File: src/rtl/mod_counter_pkg.sv
// mod_counter_pkg: mode encodings and a constant clog2 helper shared by the counter files
package mod_counter_pkg;
  localparam logic [1:0] MODE_WRAP_UP = 2'b00;
  localparam logic [1:0] MODE_WRAP_DN = 2'b01;
  localparam logic [1:0] MODE_SAT_UP  = 2'b10;
  localparam logic [1:0] MODE_SAT_DN  = 2'b11;
  function automatic int clog2(input int v);
    int r;
    r = 0;
    for (int i = 0; i < 31; i++) if ((1 << i) < v) r = i + 1;
    return r;
  endfunction
endpackage

File: src/rtl/tick_divider.sv
// tick_divider: prescaler, step pulses every DIV enabled cycles; ports clk, rst_n, en, restart (zeroes prescaler), step
module tick_divider
  import mod_counter_pkg::*;
#(
  parameter int DIV = 1
) (
  input  logic clk,
  input  logic rst_n,
  input  logic en,
  input  logic restart,
  output logic step
);
  if (DIV == 1) begin : g_pass
    logic unused;
    assign unused = ^{clk, rst_n, restart};
    assign step = en;
  end else begin : g_div
    localparam int PW = clog2(DIV);
    logic [PW-1:0] pre;
    assign step = en & (pre == PW'(DIV - 1));
    always_ff @(posedge clk or negedge rst_n)
      if (!rst_n) pre <= '0;
      else if (restart) pre <= '0;
      else if (en) pre <= step ? '0 : pre + PW'(1);
  end
endmodule

File: src/rtl/mod_counter.sv
// mod_counter: modulo up/down counter with wrap/saturate, load/clear, prescaler; ports clk, rst_n, en, clr, load, load_val, mode -> count, tc, sat, wrapped
module mod_counter
  import mod_counter_pkg::*;
#(
  parameter int WIDTH   = 4,
  parameter int MAX_VAL = 2 ** WIDTH - 1,
  parameter int DIV     = 1
) (
  input  logic             clk,
  input  logic             rst_n,
  input  logic             en,
  input  logic             clr,
  input  logic             load,
  input  logic [WIDTH-1:0] load_val,
  input  logic [1:0]       mode,
  output logic [WIDTH-1:0] count,
  output logic             tc,
  output logic             sat,
  output logic             wrapped
);
  localparam logic [WIDTH-1:0] TOP = WIDTH'(MAX_VAL);
  logic             step, up, wrap, at_lim, n_tc, n_wrapped;
  logic [WIDTH-1:0] lim, moved, n_count;
  tick_divider #(.DIV(DIV)) u_div (
    .clk(clk), .rst_n(rst_n), .en(en), .restart(clr | load), .step(step)
  );
  assign up     = (mode == MODE_WRAP_UP) || (mode == MODE_SAT_UP);
  assign wrap   = (mode == MODE_WRAP_UP) || (mode == MODE_WRAP_DN);
  assign lim    = up ? TOP : '0;
  assign at_lim = count == lim;
  // only used away from the limit, so it never relies on 2**WIDTH rollover
  assign moved  = up ? count + WIDTH'(1) : count - WIDTH'(1);
  assign sat    = !wrap && at_lim;
  always_comb begin
    n_count   = count;
    n_tc      = 1'b0;
    n_wrapped = wrapped;
    if (clr) begin
      n_count   = '0;
      n_wrapped = 1'b0;
    end else if (load) begin
      n_count = (load_val > TOP) ? TOP : load_val;
    end else if (step && at_lim && wrap) begin
      n_count   = up ? '0 : TOP;
      n_tc      = 1'b1;
      n_wrapped = 1'b1;
    end else if (step && !at_lim) begin
      n_count = moved;
      n_tc    = !wrap && (moved == lim);
    end
  end
  always_ff @(posedge clk or negedge rst_n)
    if (!rst_n) begin
      count   <= '0;
      tc      <= 1'b0;
      wrapped <= 1'b0;
    end else begin
      count   <= n_count;
      tc      <= n_tc;
      wrapped <= n_wrapped;
    end
endmodule

File: config.mk
export PLATFORM = sky130hd
export DESIGN_NAME = mod_counter
export DESIGN_NICKNAME = d
export VERILOG_FILES = /design/src/rtl/mod_counter_pkg.sv /design/src/rtl/tick_divider.sv /design/src/rtl/mod_counter.sv
export SDC_FILE = /design/constraint.sdc
export NUM_CORES = 1
export LEC_CHECK = 0
export ABC_AREA = 1
export CORE_AREA = 2 2 43 45
export DETAILED_ROUTE_END_ITERATION = 10
export DIE_AREA = 0 0 45 47
export MAX_ROUTING_LAYER = met4
export PLACE_DENSITY = 0.73
export SYNTH_ARGS = -nofsm -noshare
export SYNTH_HDL_FRONTEND = slang
export SYNTH_HIERARCHICAL = 1
export SYNTH_SLANG_ARGS = --single-unit
File: constraint.sdc
create_clock -name clk -period 1.5 [get_ports clk]
set_input_delay 0.225 -clock clk [delete_from_list [all_inputs] [get_ports clk]]
set_output_delay 0.225 -clock clk [all_outputs]
set_load 0.01 [all_outputs]
==> results.md, run 1 <==
* Reg-to-reg critical path startpoint: count[1]$_DFFE_PN0P_
* Mapped cell area at 621.8 sq um
* Fin Clk Skew at 0.01133 ns
* Syn_area_per_cell at between 6 and 7 sq um
* Worst Max-Slew Pin Slew at around 0.3 ns
* Avg WL per Cell at 10.39 um
* # DRC at 0
* CTS Sinks at 6
* Worst Path Arrival at 1.71 ns
* Cell count of the worst reg-to-reg path at 11
* Diodes inserted at 0
* Row count at 15
* Fillcell total at 147
* Initial core utilization at 0.3765
* Pre-antenna DRT Iters at 4
* Post-DRT Antenna Nets at 0
* Fraction of layout cells with a size suffix above 1 at 0.4130
* Die width at 45 um
* Setup slack, reg-to-reg at -0.08 ns
* Worst Setup SP: count[1]$_DFFE_PN0P_
* Failing checks: negative setup slack
* Instance count on the critical path at 11
* Via count at 694
* Initial antenna violation count at 0
* Number of global-route vias before repair at 652
* Max incr delay on CP at roughly 0.46 ns
* Final nets at 151
* Leakage at 0.6161 nW
* Crit path buffers/inverters at 2
* Slowest CP cell: dfrtp_2
* First-pass GRT wire length at 2566 um
* RSZ-0062 raised after global routing: yes
* Multi-input gate area at ~440 sq um
* WL final at 1610 um
* PwrDens at 667.8 nW/um^2
* Register area at roughly 150 sq um
* Detailed placer's ending HPWL at approximately 1200 um
* Utilization after layout at 0.6470
* Final setup violation count at 4
* Run status: finished, violations left
* Crit-path cells: nand2_4, inv_4, nor2_4, ha_4, inv_2, nand2_2, xor2_2, or2_1, nand2_1, nand3_1, nand2_1
* Pin count of the biggest net entering global routing at 8
* Via/cell ratio at 4.477
* Crit-path most repeated cell: nand2_1
* Clock transition at the registers of the reported paths at about 0.05 ns
* Setup WS post-layout at -0.08037 ns
* Ys Warns at 6
* Critical Setup Path Class: reg -> reg
* Die Y at around 47 um
* Overall Global Routing Usage at 0.1766
* Hold Buf Count CTS at 0
* Synth Instances at 93
* Gr ovfl total at 0
* CP delay by family, top: simple AND/OR/NAND/NOR gates
* Slew Viols, Final at 0
* Area growth from synthesis to final layout at 71.83%
* Worst min-delay path class: in -> async
* Number of I/O port buffers at 17
* Die Footprint at 2115 sq um
* Placer Congestion at 0.8636
* Later-pin clock latency in the skew report at around 0.25 ns
* Critical-path maximum fanout at 5
* Worst Hold Slack at 0.2131 ns
* Final hold violation count at 0
* Clk buf depth at 2
* Final Critical Period at 1.580 ns
* CTS tree: yes
* Tcrit/Tclk final at 1.054
* Critical Path RT at 1.63 ns
* Net Count, Synth at 105
* Crit. End Element: flop
* Ports at 18
* Slew HR at 0.7986
* Worst vdd rail ir drop at 331.1 uV
* CTS Root Cell: clkbuf_4
* Max-cap violations at 0
* Crit path launch type: flop
* Highest clock rate at 632.8 MHz
* Initial drt markers at 11
* H-tree Lvls at 1
* Total CTS buffers at 3
* Core Region at 1652 sq um
## placed cells by master (no fill, tap or decap)
cell type / count
nand2_4: 4
nor3_2: 1
and2_2: 1
nor2_4: 3
clkdlybuf4s50_1: 12
dfrtp_1: 5
o22ai_1: 1
buf_6: 1
dlymetal6s2s_1: 2
dlygate4sd2_1: 2
xor2_2: 1
inv_6: 1
nand4_1: 1
o21ai_0: 2
nand3_1: 13
clkbuf_4: 3
nand3_2: 2
ha_4: 1
clkbuf_1: 1
or2_2: 1
or2_1: 1
o21bai_2: 1
inv_1: 11
nand2_1: 25
buf_4: 25
nor2_1: 5
nor2_8: 1
inv_4: 1
nor2_2: 1
inv_2: 2
dfrtp_2: 1
buf_2: 1
nand2_2: 5
## where the power goes
part | internal, mW | switching [mW] | total (mW)
registers | 0.175 | 0.0166 | 0.192
clock network | 0.101 | 0.0667 | 0.168
logic | 0.182 | 0.172 | 0.353
total | 0.459 | 0.255 | 0.714
## worst reg2reg max path, cell delays in order (launching register included)
cell and delay (ns):
dfrtp_2 0.46, nand2_4 0.11, inv_4 0.04, nor2_4 0.11
ha_4 0.14, inv_2 0.03, nand2_2 0.06, xor2_2 0.21
or2_1 0.14, nand2_1 0.04, nand3_1 0.06, nand2_1 0.05
## through the flow
| step | area (sq um) | power (mW) | TNS (ns) | worst slack [ns] | cells |
|---|---|---|---|---|---|
| 2_1_floorplan | 623.1 | 0.3552 | 0 | 0.03836 | 93 |
| 3_3_place_gp | 938.4 | 0.4943 | -2.468 | -0.5372 | 144 |
| 3_5_place_dp | 938.4 | 0.4992 | -2.597 | -0.5547 | 144 |
| 4_1_cts | 1021 | 0.6986 | -0.2176 | -0.08551 | 152 |
| 5_1_grt | 1069 | 0.7687 | -0.5739 | -0.1386 | 155 |
| 6_report | 1069 | 0.7135 | -0.2376 | -0.08037 | 155 |
## state kept, by name (all words and copies together) (netlist names)
signal and flops:
count 4, tc 1, wrapped 1
## layout make-up
| cell class | count | area share |
|---|---|---|
| timing repair buffer | 43 | 0.3431 |
| inverter | 15 | 0.05972 |
| tap | 17 | 0.01991 |
| multi-input combinational | 70 | 0.4110 |
| clock buffer | 4 | 0.02459 |
| sequential | 6 | 0.1417 |
## worst paths after layout
path	end
max	tc$_DFF_PN0_
min	count[0]$_DFFE_PN0P_
max reg2reg	tc$_DFF_PN0_
min reg2reg	wrapped$_DFFE_PN0P_
max in group asynchronous	count[1]$_DFFE_PN0P_
min in group clk	wrapped$_DFFE_PN0P_
## metal layers
| layer | track usage | wire [um] | up-vias |
|---|---|---|---|
| li1 | - | - | 378 |
| met1 | 0.1995 | 714 | 300 |
| met2 | 0.3057 | 825 | 11 |
| met3 | 0.02308 | 39 | 5 |
| met4 | 0.08824 | 30 | 0 |
| met5 | - | 0 | - |
## what timing repair did
action | 4_1_cts | 5_1_grt
endpoints found under the setup margin | 6 | 7
gates resized for setup | 14 | 7
pin swaps | 7 | 2
buffers inserted | 4 | 3
No activity file was read; power rests on OpenSTA's default activity.
==> run 2, diff against run 1 <==
Settings changed: DONT_BUFFER_PORTS set to 1, PLACE_DENSITY 0.73 to 0.56.
Clock period 1.5 ns to 1.46 ns, I/O delays scaled along.
==> run 2 against run 1 <==
Against the previous run: total power down 10%; count of clock-buffer cells in the layout unchanged; largest cell class unchanged; the flow still finishes with violations (negative setup slack); critical path type unchanged; register-to-register slack better by 0.03 ns; largest power group unchanged.
==> results.md, run 2 (synthesis results as in run 1) <==
* Row count at 15
* Gr ovfl total at 0
* Crit. End Element: flop
* Number of global-route vias before repair at 607
* Final setup violation count at 3
* Worst min-delay path class: in -> reg
* Highest clock rate at roughly 660 MHz
* Total CTS buffers at 3
* Setup slack, reg-to-reg at -0.05 ns
* Placer Congestion at 0.8276
* Setup WS post-layout at -0.04625 ns
* Reg2reg end: tc$_DFF_PN0_
* Commonest non-fill, non-tap cell in the layout: nand2_1
* Diodes inserted at 0
* Number of I/O port buffers at 0
* Crit path launch type: flop
* Cell count of the worst reg-to-reg path at 10
* Area growth from synthesis to final layout at 28.77%
* Hold Path Sink: count[3]$_DFFE_PN0P_
* Critical Setup Path Class: reg -> reg
* Max reg flops at 4
* Final hold violation count at 0
* Commonest cells after routing, fill and taps aside: nand2_1, nand3_1, inv_1
* Post-DRT Antenna Nets at 0
* Failing checks: negative setup slack
* Slew Viols, Final at 0
* Overall Global Routing Usage at 0.1696
* Initial core utilization at 0.3765
* Fraction of layout cells with a size suffix above 1 at 0.4381
* Fillcell total at between 150 and 200
* Pin count of the biggest net entering global routing at 9
* Leakage at 0.4340 nW
* Avg WL per Cell at 12.02 um
* Die Y at roughly 47 um
* Core Region at 1652 sq um
* Die Footprint at 2115 sq um
* Register with the most flip-flops: count
* First-pass GRT wire length at about 2500 um
* Clock transition at the registers of the reported paths at 0.06 ns
* Slew HR at 0.7978
* # DRC at 0
* Utilization after layout at 0.4848
* Grt met1 use at 0.2098
* Worst vdd rail ir drop at 330.9 uV
* GR peak layer: met2
* Worst Path Arrival at 1.68 ns
* Max-cap violations at 0
* Later-pin clock latency in the skew report at around 0.25 ns
* Ports at 18
* WL final at 1466 um
* HP Start: load
* CTS Root Cell: clkbuf_4
* Reg-to-reg critical path startpoint: count[1]$_DFFE_PN0P_
* Fin Clk Skew at between 0.01 and 0.015 ns
* Hold depth at 2
* CTS tree: yes
* Via count at between 600 and 700
* Initial drt markers at 6
* Initial antenna violation count at 0
* Critical Path RT at roughly 1.6 ns
* Via/cell ratio at 5.008
* Final nets at 118
* CTS Sinks at 6
* RSZ-0062 raised after global routing: yes
* Critical-path maximum fanout at 4
* Pre-antenna DRT Iters at 4
* Final Critical Period at 1.506 ns
* H-tree Lvls at 1
* Die width at 45 um
* Dpl cells at 117
* PwrDens at 801.4 nW/um^2
* Worst Max-Slew Pin Slew at 0.3023 ns
* Tcrit/Tclk final at 1.032
* GR Util met2 at 0.2800
* Detailed placer's ending HPWL at 1195 um
* Largest regs: count x4, tc x1, wrapped x1
* Met3 Track Usage GR at 0.01538
* Non-Filler Instances at 122
* Run status: finished, violations left
* Clk buf depth at 2
* Worst slack at placement at -0.04939 ns
-- run 2: changes by cell type in the layout (fill, tap and decap cells not counted), sizes merged --
cell / change
clkdlybuf4s50: -12
dlygate4sd3: +1
buf: -18
dlymetal6s2s: -2
dlygate4sd2: -2
-- run 2: final cells by class --
class	instances	area, sq um	area share
Inverter	15	61.31	0.07656
Timing Repair Buffer	10	77.57	0.09687
Tap cell	17	21.27	0.02656
Sequential cell	6	152.6	0.1906
Multi-Input combinational cell	70	461.7	0.5766
Clock buffer	4	26.28	0.03281
-- run 2: stage by stage --
stage                     total power, mW   TNS, ns  cell area, sq um  hold WS (ns)
after floorplan                    0.3660         0             625.6      -0.07659
after global placement             0.4229  -0.01578             695.7      -0.07647
after detailed placement           0.4252  -0.08203             695.7      -0.07647
after CTS                          0.6074   -0.1523             742.0        0.1454
after global routing               0.7002   -0.5779             800.8        0.1198
final                              0.6417  -0.09947             800.8        0.1161
-- run 2: power breakdown --
group / internal, mW / switching, mW
clock: 0.104 / 0.0653
sequential: 0.181 / 0.0195
combinational: 0.120 / 0.152
total: 0.405 / 0.237
-- run 2: how the worst max path moves through the flow --
stage / start / end / cells past startpoint
6_report: count[1]$_DFFE_PN0P_ / tc$_DFF_PN0_ / 10
3_5_place_dp: count[1]$_DFFE_PN0P_ / tc$_DFF_PN0_ / 11
4_1_cts: count[1]$_DFFE_PN0P_ / tc$_DFF_PN0_ / 11
3_3_place_gp: count[1]$_DFFE_PN0P_ / tc$_DFF_PN0_ / 11
2_1_floorplan: count[1]$_DFFE_PN0P_ / tc$_DFF_PN0_ / 11
5_1_grt: count[1]$_DFFE_PN0P_ / count[2]$_DFFE_PN0P_ / 12
-- run 2: repair_timing --
item / in CTS / in global routing
hold buffers: 1 / 0
endpoints found under the hold margin: 6 / 0
setup endpoints to repair: 3 / 5
pin swaps: 3 / 11
resized for setup: 3 / 16
setup buffers: 0 / 1
-- run 2: per-layer routing --
metal | vias to the layer above | share of wire
met2 | 18 | 0.54
li1 | 311 | -
met5 | - | 0
met1 | 280 | 0.40
met3 | 2 | 0.041
met4 | 0 | 0.019
-- run 2: worst max-delay path, stage by stage (launching register included) --
cell and delay, ns:
dfrtp_2 0.44, nor2_4 0.13, nor2_4 0.06, ha_4 0.15, inv_2 0.04, nand2_2 0.05
xor2_2 0.15, or2_1 0.23, nand2_1 0.06, nand3_1 0.06, nand2_1 0.06
==> run 3, diff against run 2 <==
Settings changed: SKIP_LAST_GASP set to 1.
==> run 3 against run 2 <==
Against the previous run: the flow still finishes with violations (negative setup slack); highest routed layer unchanged; clock power is essentially flat; largest cell class unchanged; total power is the same; worst hold slack is the same; first-iteration DRC count is the same.
==> results.md, run 3 (synthesis results as in run 1) <==
* Run status: finished, violations left
* Failing checks: negative setup slack
* Pin count of the biggest net entering global routing at 9
* Die Y at approximately 47 um
* Max reg flops at 4
* Crit. End Element: flop
* Clk buf depth at 2
* Fin Clk Skew at 0.01236 ns
* Ports at 18
* P_int at 0.4047 mW
* Cell count of the worst reg-to-reg path at 10
* Highest clock rate at 663.9 MHz
* PwrDens at around 800 nW/um^2
* Setup WS post-layout at -0.04625 ns
* Avg WL per Cell at 12.02 um
* Reg2reg end: tc$_DFF_PN0_
* Gate power share at 0.424
* Final hold violation count at 0
* Detailed placer's ending HPWL at 1195 um
* Final instance area at 800.8 sq um
* Leakage at 0.4340 nW
* Die width at 45 um
* Worst Max-Slew Pin Slew at 0.3023 ns
* # DRC at 0
* Initial core utilization at 0.3765
* Hold depth at 2
* Max-cap violations at 0
* CTS tree: yes
* Post-DRT Antenna Nets at 0
* Grt met1 use at 0.2098
* Utilization after layout at 0.4848
* Final setup violation count at 3
* GR peak layer: met2
* Tcrit/Tclk final at 1.032
* Slew HR at 0.7978
* Gr ovfl total at 0
* Sw Pwr at 0.2370 mW
* Critical Path RT at ~1.6 ns
* HP Start: load
* Initial drt markers at 6
* Via count at 611
* Fraction of layout cells with a size suffix above 1 at 0.4381
* Via/cell ratio at 5.008
* Flop pwr share at 0.312
* Slew Viols, Final at 0
* Overall Global Routing Usage at 0.1696
* Total CTS buffers at 3
* Row count at 15
* Initial antenna violation count at 0
* Area growth from synthesis to final layout at 28.77%
* Core Region at 1652 sq um
* CTS Root Cell: clkbuf_4
* Clock transition at the registers of the reported paths at 0.06 ns
* Later-pin clock latency in the skew report at 0.25 ns
* Reg-to-reg critical path startpoint: count[1]$_DFFE_PN0P_
* Final nets at 118
* Hold Path Sink: count[3]$_DFFE_PN0P_
* GR Util met2 at 0.2800
* H-tree Lvls at 1
* Number of I/O port buffers at 0
* Crit path launch type: flop
* Crit-path cells: nor2_4, nor2_4, ha_4, inv_2, nand2_2, xor2_2, or2_1, nand2_1, nand3_1, nand2_1
* Post-placement cell area at 695.7 sq um
* Number of global-route vias before repair at 607
* Die Footprint at 2115 sq um
* Commonest non-fill, non-tap cell in the layout: nand2_1
* Setup slack, reg-to-reg at -0.05 ns
* WL final at 1466 um
* Commonest cells after routing, fill and taps aside: nand2_1, nand3_1, inv_1
* TNS Setup at -0.09947 ns
* Pre-antenna DRT Iters at 4
* Final Critical Period at 1.506 ns
* Critical-path maximum fanout at 4
* Fillcell total at 179
* Worst Path Arrival at 1.68 ns
* Worst vdd rail ir drop at 330.9 uV
* First-pass GRT wire length at ~2500 um
* Clock power frac at 0.264
* Met3 Track Usage GR at 0.01538
* Largest regs: count x4, tc x1, wrapped x1
* Critical Setup Path Class: reg -> reg
* Max incr delay on CP at 0.44 ns
* Register with the most flip-flops: count
* Worst min-delay path class: in -> reg
* RSZ-0062 raised after global routing: yes
* CTS Sinks at 6
* Placer Congestion at 0.8276
* Sw Ratio at 0.3693
* Diodes inserted at 0
* Slowest CP cell: dfrtp_2
## run 3: cell counts in the layout (fill, tap and decap cells not counted)
No cell type changed its count.
## run 3: power by group through the flow
stage / combinational [mW] / clock [mW] / sequential, mW
2_1_floorplan: 0.162 / 0 / 0.204
3_3_place_gp: 0.223 / 0 / 0.200
3_5_place_dp: 0.225 / 0 / 0.200
4_1_cts: 0.235 / 0.174 / 0.199
5_1_grt: 0.312 / 0.185 / 0.203
6_report: 0.272 / 0.169 / 0.200
## run 3: critical path: cells and delay by family (launching register included)
family / cells / cell delay, ns
adders and majority gates: 1 / 0.15
xor gates and xnor gates: 1 / 0.15
buffers and inverters: 1 / 0.04
DFF: 1 / 0.44
and+or+nand+nor: 7 / 0.65
## run 3: final cells by class
| class | instances | area (sq um) | share of cell area |
|---|---|---|---|
| Tap cell | 17 | 21.27 | 0.02656 |
| Inverter | 15 | 61.31 | 0.07656 |
| Multi-Input combinational cell | 70 | 461.7 | 0.5766 |
| Sequential cell | 6 | 152.6 | 0.1906 |
| Timing Repair Buffer | 10 | 77.57 | 0.09687 |
| Clock buffer | 4 | 26.28 | 0.03281 |
## run 3: stage by stage
step / setup WS (ns) / cells / hold WS [ns] / total power, mW
after floorplan: 0.003246 / 93 / -0.07659 / 0.3660
after global placement: -0.01578 / 117 / -0.07647 / 0.4229
after detailed placement: -0.04939 / 117 / -0.07647 / 0.4252
after CTS: -0.07078 / 122 / 0.1454 / 0.6074
after global routing: -0.1733 / 122 / 0.1198 / 0.7002
final: -0.04625 / 122 / 0.1161 / 0.6417
## run 3: repair_timing
action	CTS	global route
resized for setup	3	16
hold buffers	1	0
pin swaps	3	11
setup endpoints to repair	3	5
buffers inserted	0	1
endpoints found under the hold margin	6	0
## run 3: worst max-delay path by stage
stage	endpoint	from	cells past startpoint
detailed placement	tc$_DFF_PN0_	count[1]$_DFFE_PN0P_	11
floorplan	tc$_DFF_PN0_	count[1]$_DFFE_PN0P_	11
global placement	tc$_DFF_PN0_	count[1]$_DFFE_PN0P_	11
finish	tc$_DFF_PN0_	count[1]$_DFFE_PN0P_	10
global route	count[2]$_DFFE_PN0P_	count[1]$_DFFE_PN0P_	12
CTS	tc$_DFF_PN0_	count[1]$_DFFE_PN0P_	11
## run 3: routing by layer
metal / vias up / routed length [um]
li1: 311 / -
met1: 280 / 587
met2: 18 / 789
met3: 2 / 60
met4: 0 / 28
met5: - / 0
